--- src/rtl/pm_scan_pkg.sv ---
// Shared types and constants for the PM sensor scan sequencer.
// State encoding, index-width helper, default handshake timeout.
package pm_scan_pkg;

  typedef enum logic [2:0] {
    S_IDLE,
    S_PICK,
    S_REQ,
    S_MEAS,
    S_REL,
    S_SHIFT,
    S_OUT
  } state_e;

  localparam int ACK_TO_DEF = 1023;

  function automatic int idx_w(input int n);
    return (n > 1) ? $clog2(n) : 1;
  endfunction

endpackage

--- src/rtl/pm_scan_rr_pick.sv ---
// Round-robin finder: lowest set mask bit at or above ptr.
// Ports: mask, ptr in; idx, found (mask nonzero), wrapped (hit below ptr) out.
module pm_scan_rr_pick
  import pm_scan_pkg::*;
#(
  parameter int N_SENS = 4,
  parameter int IDX_W  = 2
) (
  input  logic [N_SENS-1:0] mask,
  input  logic [IDX_W-1:0]  ptr,
  output logic [IDX_W-1:0]  idx,
  output logic              found,
  output logic              wrapped
);

  always_comb begin
    idx     = '0;
    found   = 1'b0;
    wrapped = 1'b0;
    // lowest set bit overall: the wrap-around candidate
    for (int k = N_SENS - 1; k >= 0; k--) begin
      if (mask[k]) begin
        idx     = IDX_W'(k);
        found   = 1'b1;
        wrapped = 1'b1;
      end
    end
    // a bit at or above ptr takes precedence
    for (int k = N_SENS - 1; k >= 0; k--) begin
      if (mask[k] && (k >= int'(ptr))) begin
        idx     = IDX_W'(k);
        wrapped = 1'b0;
      end
    end
  end

endmodule

--- src/rtl/pm_sensor_scan_sequencer.sv ---
// Autonomous round-robin scan of PM sensor wrappers with stream output.
// Ports: start/stop/cont/sens_mask/ref_count control; pmbw_req/ack,
//   shift_en/select_ctr/serial_out to wrappers; res_valid/ready/idx/data
//   result stream; busy, done, err_to, alarm status.
// Optional: PM_SCAN_THRESH_EN adds thr_lo/thr_hi and drives alarm.
module pm_sensor_scan_sequencer
  import pm_scan_pkg::*;
#(
  parameter int N_SENS = 4,
  parameter int CNT_W  = 32,
  parameter int REF_W  = 32,
  parameter int ACK_TO = ACK_TO_DEF
) (
  input  logic              clk,
  input  logic              rst_n,
  input  logic              start,
  input  logic              stop,
  input  logic              cont,
  input  logic [N_SENS-1:0] sens_mask,
  input  logic [REF_W-1:0]  ref_count,
`ifdef PM_SCAN_THRESH_EN
  input  logic [CNT_W-1:0]  thr_lo,
  input  logic [CNT_W-1:0]  thr_hi,
`endif
  output logic [N_SENS-1:0] pmbw_req,
  input  logic [N_SENS-1:0] pmbw_ack,
  output logic [N_SENS-1:0] shift_en,
  output logic [N_SENS-1:0] select_ctr,
  input  logic [N_SENS-1:0] serial_out,
  output logic              res_valid,
  input  logic              res_ready,
  output logic [5:0]        res_idx,
  output logic [CNT_W-1:0]  res_data,
  output logic              busy,
  output logic              done,
  output logic [N_SENS-1:0] err_to,
  output logic [N_SENS-1:0] alarm
);

  localparam int IDX_W = idx_w(N_SENS);
  localparam int TO_W  = $clog2(ACK_TO + 1);
  localparam int BIT_W = $clog2(CNT_W + 1);

  state_e              state_q, state_d;
  logic [IDX_W-1:0]    cur_q, cur_d;
  logic [IDX_W-1:0]    ptr_q, ptr_d;
  logic                wrap_q, wrap_d;
  logic [N_SENS-1:0]   mask_q, mask_d;
  logic [REF_W-1:0]    ref_q, ref_d;
  logic                cont_q, cont_d;
  logic [TO_W-1:0]     to_q, to_d;
  logic [REF_W-1:0]    win_q, win_d;
  logic [BIT_W-1:0]    bit_q, bit_d;
  logic [CNT_W-1:0]    sreg_q, sreg_d;
  logic [N_SENS-1:0]   err_q, err_d;
  logic                done_q, done_d;

  logic [IDX_W-1:0]    pick_idx;
  logic                pick_found;
  logic                pick_wrap;
  logic [N_SENS-1:0]   cur_oh;
  logic                ack_cur;
  logic                ser_cur;
  logic                last;
  logic [IDX_W-1:0]    nxt_ptr;
  logic                to_hit;
  logic                start_acc;
  logic                xfer;

  pm_scan_rr_pick #(
    .N_SENS (N_SENS),
    .IDX_W  (IDX_W)
  ) u_pick (
    .mask    (mask_q),
    .ptr     (ptr_q),
    .idx     (pick_idx),
    .found   (pick_found),
    .wrapped (pick_wrap)
  );

  assign cur_oh    = N_SENS'(1) << cur_q;
  assign ack_cur   = pmbw_ack[cur_q];
  assign ser_cur   = serial_out[cur_q];
  assign last      = (cur_q == IDX_W'(N_SENS - 1));
  assign nxt_ptr   = last ? '0 : cur_q + IDX_W'(1);
  assign to_hit    = (to_q == TO_W'(ACK_TO - 1));
  assign start_acc = (state_q == S_IDLE) && start && !stop;
  assign xfer      = res_valid && res_ready;

  always_comb begin
    state_d = state_q;
    cur_d   = cur_q;
    ptr_d   = ptr_q;
    wrap_d  = wrap_q;
    mask_d  = mask_q;
    ref_d   = ref_q;
    cont_d  = cont_q;
    to_d    = to_q;
    win_d   = win_q;
    bit_d   = bit_q;
    sreg_d  = sreg_q;
    err_d   = err_q;
    done_d  = 1'b0;
    unique case (state_q)
      S_IDLE: begin
        if (start_acc) begin
          mask_d = sens_mask;
          ref_d  = ref_count;
          cont_d = cont;
          err_d  = '0;
          ptr_d  = '0;
          wrap_d = 1'b0;
          if (|sens_mask) state_d = S_PICK;
          else            done_d  = 1'b1;
        end
      end
      S_PICK: begin
        // wrap_q marks a pass that ran off the top index
        if (!pick_found ||
            ((wrap_q || pick_wrap) && !cont_q)) begin
          state_d = S_IDLE;
          done_d  = 1'b1;
        end else begin
          cur_d   = pick_idx;
          wrap_d  = 1'b0;
          to_d    = '0;
          state_d = S_REQ;
        end
      end
      S_REQ: begin
        if (ack_cur) begin
          win_d   = (ref_q == '0) ? REF_W'(1) : ref_q;
          state_d = S_MEAS;
        end else if (to_hit) begin
          err_d[cur_q] = 1'b1;
          ptr_d        = nxt_ptr;
          wrap_d       = last;
          state_d      = S_PICK;
        end else begin
          to_d = to_q + TO_W'(1);
        end
      end
      S_MEAS: begin
        if (win_q == REF_W'(1)) begin
          to_d    = '0;
          state_d = S_REL;
        end else begin
          win_d = win_q - REF_W'(1);
        end
      end
      S_REL: begin
        if (!ack_cur) begin
          bit_d   = '0;
          state_d = S_SHIFT;
        end else if (to_hit) begin
          err_d[cur_q] = 1'b1;
          ptr_d        = nxt_ptr;
          wrap_d       = last;
          state_d      = S_PICK;
        end else begin
          to_d = to_q + TO_W'(1);
        end
      end
      S_SHIFT: begin
        sreg_d = (sreg_q << 1) | CNT_W'(ser_cur);
        if (bit_q == BIT_W'(CNT_W - 1)) state_d = S_OUT;
        else                            bit_d   = bit_q + BIT_W'(1);
      end
      S_OUT: begin
        if (xfer) begin
          ptr_d   = nxt_ptr;
          wrap_d  = last;
          state_d = S_PICK;
        end
      end
      default: state_d = S_IDLE;
    endcase
    if (stop && (state_q != S_IDLE)) begin
      state_d = S_IDLE;
      done_d  = 1'b1;
    end
  end

  always_ff @(posedge clk or negedge rst_n) begin
    if (!rst_n) begin
      state_q <= S_IDLE;
      cur_q   <= '0;
      ptr_q   <= '0;
      wrap_q  <= 1'b0;
      mask_q  <= '0;
      ref_q   <= '0;
      cont_q  <= 1'b0;
      to_q    <= '0;
      win_q   <= '0;
      bit_q   <= '0;
      sreg_q  <= '0;
      err_q   <= '0;
      done_q  <= 1'b0;
    end else begin
      state_q <= state_d;
      cur_q   <= cur_d;
      ptr_q   <= ptr_d;
      wrap_q  <= wrap_d;
      mask_q  <= mask_d;
      ref_q   <= ref_d;
      cont_q  <= cont_d;
      to_q    <= to_d;
      win_q   <= win_d;
      bit_q   <= bit_d;
      sreg_q  <= sreg_d;
      err_q   <= err_d;
      done_q  <= done_d;
    end
  end

  // stop gates the wrapper strobes and result valid combinationally
  assign pmbw_req   = (((state_q == S_REQ) || (state_q == S_MEAS)) && !stop)
                      ? cur_oh : '0;
  assign shift_en   = ((state_q == S_SHIFT) && !stop) ? cur_oh : '0;
  assign select_ctr = shift_en;
  assign res_valid  = (state_q == S_OUT) && !stop;
  assign res_idx    = 6'(cur_q);
  assign res_data   = sreg_q;
  assign busy       = (state_q != S_IDLE);
  assign done       = done_q;
  assign err_to     = err_q;

`ifdef PM_SCAN_THRESH_EN
  logic [N_SENS-1:0] alarm_q, alarm_d;

  always_comb begin
    alarm_d = alarm_q;
    if (start_acc) begin
      alarm_d = '0;
    end else if (xfer && ((sreg_q < thr_lo) || (sreg_q > thr_hi))) begin
      alarm_d[cur_q] = 1'b1;
    end
  end

  always_ff @(posedge clk or negedge rst_n) begin
    if (!rst_n) alarm_q <= '0;
    else        alarm_q <= alarm_d;
  end

  assign alarm = alarm_q;
`else
  assign alarm = '0;
`endif

endmodule

--- config.mk ---
export PLATFORM = sky130hd
export DESIGN_NAME = pm_sensor_scan_sequencer
export DESIGN_NICKNAME = d
export VERILOG_FILES = /design/src/rtl/pm_scan_pkg.sv /design/src/rtl/pm_scan_rr_pick.sv /design/src/rtl/pm_sensor_scan_sequencer.sv
export SDC_FILE = /design/constraint.sdc
export NUM_CORES = 1
export LEC_CHECK = 0
export CAP_MARGIN = 20
export CORE_MARGIN = 4
export CORE_UTILIZATION = 30
export CTS_CLUSTER_DIAMETER = 100
export CTS_CLUSTER_SIZE = 12
export DETAILED_ROUTE_END_ITERATION = 8
export MAX_ROUTING_LAYER = met4
export SYNTH_ARGS = -nofsm -noshare
export SYNTH_HDL_FRONTEND = slang
export SYNTH_SLANG_ARGS = --single-unit
--- constraint.sdc ---
create_clock -name clk -period 2.8 [get_ports clk]
set_input_delay 0.7 -clock clk [delete_from_list [all_inputs] [get_ports clk]]
set_output_delay 0.7 -clock clk [all_outputs]
set_load 0.1 [all_outputs]
==> flow_summary.ini, run 1 <==
[pwr]
swShare_pct = 36.6
ir_drop_mv = 0.298
clockPowerShare_pct = 29.0
p_total_w = 0.00786
power_density_nw_per_um2 = 873
p_switching_w = 0.00288
leakagePower_nw = 3.83
internal-power_w = 0.00498
pwr-share-comb_pct = 31.6
seqPwrFrac_pct = 39.4

[timing]
tightestPinTransition_ps = 660
post-route-period-util_pct = 93.8
tns_ps = 0
slew_headroom_pct = 56.0
postLayoutSetupSlackWorst_ps = 175
rsz0062_at_grt = no
hold_violations = 0
setup-violations-final = 0
fmax_mhz = 381
drv_slew = 0
finClkSkew_ps = 11.1
layout_min_cycle_time_ps = 2630

[drt]
met1_length_um = 8420
drt-vias-per-instance = 5.18
wirelength_um = 17500
vias = 5503
top_layer_used = met4
routedWlPerCell_um = 16.5
postRouteAntennaNets = 0
dr.first_iter.drc_count = 390
wl_met2_um = 8190
dr.pass1.iters = 5
drc_errors = 0
route.met3.wl_um = 720

[cts]
clock_path_buffers = 2
cts_buffers = 17
clkLatencyLatePin_ps = 420
cts_tree = yes
htreeDepth = 4
numClockSinks = 130
path_clk_slew_ps = 60
cts_root_buffer = clkbuf_16

[layout]
drive_gt1_share_pct = 27.7
finalNonFillerCells = 1062
n_antenna_cell = 0
nets = 829
multiInputGateArea_um2 = 3340
area.growth.synth_to_final_pct = 32.7
seqCellArea_um2 = 3260
final_cell_area_um2 = 9010
fillerInstances = 2150

[job]
max-cap-violations = 0

[synthesis]
yosysUniqueCellTypes = 69
synth_area_per_cell_um2 = 10.4
synth-edff-count = 0
synth_cells = 655
async_flop_share_pct = 100
synthesis.area_um2 = 6790
synth_xor_area_share_pct = 0.645
synth.most_common_cell = dfrtp_1
muxShareOfSynthArea_pct = 13.7
synth_area_leaders = dfrtp_1, mux2_2, nor2_1, o21ai_0, nand2_1
synthAdderAreaFrac_pct = 1.66
synth-simple-area-share_pct = 18.9
synth_commonest_cells = dfrtp_1, mux2_2, nor2_1
synth.largest_area_cell = dfrtp_1
seq_area_frac_synth_pct = 47.9
ys_seq_elements = 130
yosysWarnings = 0
synth_top_family_by_area = simple AND/OR/NAND/NOR gates
synthFlopType = dfrtp_1
synth_compound_area_share_pct = 12.9
synthDominantCellAreaShare_pct = 47.9

[worst_setup_path]
worstPathRequired_ps = 2100
reg2reg_to = to_q[4]
arrival_ps = 1930
critPathLaunchType = input port
regToRegSetupSlack_ps = 210
critPathKind = input port to output port
r2r-start = win_q[28]
cp_max_fo = 17
r2r_cells = 6
critPathCaptureType = output port

[global_routing]
grt_pass1_wl_um = 28900
gr-total-overflow = 0
grtUsageTotal_pct = 14.9
grt_max_degree = 48
antenna_found_initial = 0
grt_pass1_vias = 5381

[placement]
gp_congestion = 0.870
dp_hpwl_um = 12700
preCtsSetupSlack_ps = -59.6
dpl_cell_area_um2 = 8380
port_buffers = 102
dp.cells = 1029

[floorplanning]
core_um2 = 22000
fp.dieW_um = 158
io_pins = 111
initial_utilization_pct = 30.8
die_h_um = 158
die_area_um2 = 25100
rows = 54

[status]
status = finished, final reports clean

[min_path]
hp-class = input port to async pin
-- worst max-delay path by stage --
stage	start	to	slack (ps)
2_1_floorplan	stop	shift_en[3]	-80
3_3_place_gp	pmbw_ack[3]	to_q[4]	-20
3_5_place_dp	pmbw_ack[3]	to_q[4]	-60
4_1_cts	stop	pmbw_req[1]	170
5_1_grt	stop	pmbw_req[2]	60
6_report	stop	pmbw_req[1]	170
-- repair_timing --
action | CTS | global route
hold buffers | 0 | 0
gates resized for setup | 0 | 1
endpoints found under the setup margin | 8 | 1
setup buffers | 2 | 0
pin swaps | 1 | 0
-- kinds of logic after synthesis --
family,after synthesis
and+or+nand+nor,235
other,1
AOI/OAI and AO/OA,134
buffers and inverters,60
adders and majority gates,9
xor gates and xnor gates,5
muxes,81
DFF,130
-- area by class of cell --
type,count,share of cell area [%]
flip-flops and latches,130,36.2
clock inverters,14,1.97
well taps,280,3.89
clock buffers,17,4.72
inverters,9,0.375
repair buffers,140,15.8
multi-input cells,472,37.1
-- through the flow --
step	utilization, %	hold WS, ps
global placement	38.1	481
CTS	40.9	331
global route	40.9	347
detailed placement	38.1	489
floorplan	-	404
finish	40.9	306
-- power groups by stage --
stage               Clock (W)  Sequential [W]  Combinational, W
floorplan                   0         0.00303           0.00170
global placement            0         0.00310           0.00246
detailed placement          0         0.00310           0.00248
CTS                   0.00234         0.00309           0.00249
global route          0.00244         0.00319           0.00273
finish                0.00228         0.00310           0.00248
-- worst max-delay path, stage by stage --
cell             delay, ps
clkdlybuf4s50_1        450
buf_12                 180
nor2_1                 200
and2_1                 200
buf_12                 180
-- registers in the layout, summed over array words and instances (netlist names) --
signal    flops
mask_q        4
win_q        32
res_data     32
ptr_q         2
ref_q        32
err_to        4
state_q       3
cont_q        1
to_q         10
done          1
cur_q         2
bit_q         6
wrap_q        1
-- layout by cell type, fill, tap and decap left out, types with 7 or more instances in the layout --
cell type	n
o311ai_0	8
nor2_1	47
clkbuf_16	17
and3_1	8
nand2_1	42
mux2_2	73
inv_1	9
o21ai_1	7
or4_1	9
ha_1	9
buf_4	72
clkdlybuf4s50_1	48
dfrtp_1	128
o21ai_0	33
nand2b_1	7
a21oi_1	29
nor3_1	21
nand3_1	27
conb_1	8
buf_12	20
nor4_1	15
nand4_1	12
-- layer usage --
metal | GRT usage [%] | vias to the layer above
li1 | - | 2656
met1 | 20.4 | 2694
met2 | 22.4 | 131
met3 | 3.26 | 22
met4 | 3.94 | 0
met5 | - | -
(Power assumes the default switching activity.)
==> inputs of run 2 (changes only) <==
--- a/config.mk
+++ b/config.mk
@@ -5,8 +5,7 @@
 export SDC_FILE = /design/constraint.sdc
 export NUM_CORES = 1
 export LEC_CHECK = 0
-export CAP_MARGIN = 20
-export CORE_MARGIN = 4
+export CAP_MARGIN = 0
 export CORE_UTILIZATION = 30
 export CTS_CLUSTER_DIAMETER = 100
 export CTS_CLUSTER_SIZE = 12
==> flow_summary.ini, run 2 (same netlist as run 1, synthesis figures left out) <==
[drt]
drt-vias-per-instance = 5.24
drc_errors = 7
postRouteAntennaNets = 0
dr.pass1.iters = 7
vias = 5609
wirelength_um = 17300
routedWlPerCell_um = 16.2
dr.first_iter.drc_count = 475

[worst_setup_path]
worstPathRequired_ps = 2100
critPathKind = input port to output port
critPathCaptureType = output port
regToRegSetupSlack_ps = 310
r2r_cells = 7
r2r-start = win_q[28]
cp_max_fo = 10
arrival_ps = 1980
critPathLaunchType = input port
crit_start = stop
reg2reg_to = to_q[2]

[timing]
hold_ws_ps = 271
drv_slew = 0
setup-violations-final = 0
finClkSkew_ps = 8.97
rsz0062_at_grt = no
tightestPinTransition_ps = 668
slew_headroom_pct = 55.5
post-route-period-util_pct = 95.6
layout_min_cycle_time_ps = 2680
fmax_mhz = 373
hold_violations = 0

[pwr]
p_total_w = 0.00784
p_switching_w = 0.00289
internal-power_w = 0.00495
clockPowerShare_pct = 28.9
power_density_nw_per_um2 = 872
pwr-share-comb_pct = 31.5
seqPwrFrac_pct = 39.5
leakagePower_nw = 3.85
ir_drop_mv = 0.342
swShare_pct = 36.9

[cts]
cts_root_buffer = clkbuf_16
cts_buffers = 17
clkLatencyLatePin_ps = 420
clock_path_buffers = 2
htreeDepth = 4
numClockSinks = 130
path_clk_slew_ps = 60
ctsHoldBuffers = 0
cts_tree = yes

[placement]
dp_hpwl_um = 12400
dpl_cell_area_um2 = 8370
port_buffers = 102
gp_congestion = 0.843

[layout]
area.growth.synth_to_final_pct = 32.6
drive_gt1_share_pct = 28.3
final_core_util_pct = 40.9
layout_commonest_cell = dfrtp_1
final_cell_area_um2 = 9000
seqCellArea_um2 = 3260
nets = 835
multiInputGateArea_um2 = 3330
final_cell_mix = dfrtp_1, buf_4, mux2_2
fillerInstances = 2179

[floorplanning]
die_h_um = 152
rows = 54
initial_utilization_pct = 30.8
fp.dieW_um = 152
die_area_um2 = 23200
core_um2 = 22000
io_pins = 111

[global_routing]
antenna_found_initial = 1
grt_pass1_wl_um = 28900
grtUsageTotal_pct = 15.9
grt_pass1_vias = 5524
gr-total-overflow = 0
grt_max_degree = 46

[status]
status = complete, but fails checks
violations = DRC

[job]
max-cap-violations = 0

[min_path]
hp-class = input port to async pin
-- run 2: changes by cell type in the layout (fill, tap and decap cells not counted), moves of 2 or more --
cell | previous run | this run
buf_12 | 20 | 16
buf_4 | 72 | 82
clkbuf_8 | 0 | 2
clkinvlp_4 | 3 | 1
-- run 2: critical path, stage by stage --
cell and delay [ps]:
clkdlybuf4s50_1 490, buf_4 230, nor3b_4 330, buf_12 220
-- run 2: worst max-delay path by stage --
stage	depth (start not counted)	slack, ps	to
after floorplan	4	-80	shift_en[3]
after global placement	7	-10	to_q[3]
after detailed placement	7	-70	to_q[3]
after CTS	4	110	select_ctr[0]
after global routing	4	50	shift_en[0]
final	4	120	select_ctr[0]
-- run 2: timing repair --
item                       CTS  global route
pin swaps                    1             0
setup buffers                3             0
cloned                       0             0
setup endpoints to repair    8             4
gates resized for setup      0             1
hold endpoints to repair     0             0
-- run 2: power by group through the flow --
stage	logic, W	registers [W]	clock network, W
2_1_floorplan	0.00170	0.00303	0
3_3_place_gp	0.00245	0.00310	0
3_5_place_dp	0.00247	0.00311	0
4_1_cts	0.00248	0.00309	0.00232
5_1_grt	0.00272	0.00319	0.00239
6_report	0.00247	0.00310	0.00227
-- run 2: layer usage --
metal | GRT usage (%) | wire length, um | vias to the layer above
li1 | - | - | 2667
met1 | 21.1 | 8410 | 2768
met2 | 24.2 | 7960 | 145
met3 | 3.10 | 690 | 29
met4 | 5.63 | 263 | 0
met5 | - | 0 | -
-- run 2: per-stage QoR --
stage | std cells | setup WS (ps) | setup TNS [ps]
2_1_floorplan | 662 | -80.7 | -268
3_3_place_gp | 1034 | -12.2 | -16.3
3_5_place_dp | 1034 | -73.2 | -502
4_1_cts | 1069 | 113 | 0
5_1_grt | 1070 | 46.5 | 0
6_report | 1070 | 122 | 0
-- run 2: cell type report --
| cell class | count | area share [%] |
|---|---|---|
| well taps | 280 | 3.89 |
| clock buffers | 20 | 5.08 |
| clock inverters | 12 | 1.61 |
| diodes | 1 | 0.0278 |
| inverters | 9 | 0.375 |
| repair buffers | 146 | 15.7 |
| multi-input cells | 472 | 37.0 |
| flip-flops and latches | 130 | 36.2 |
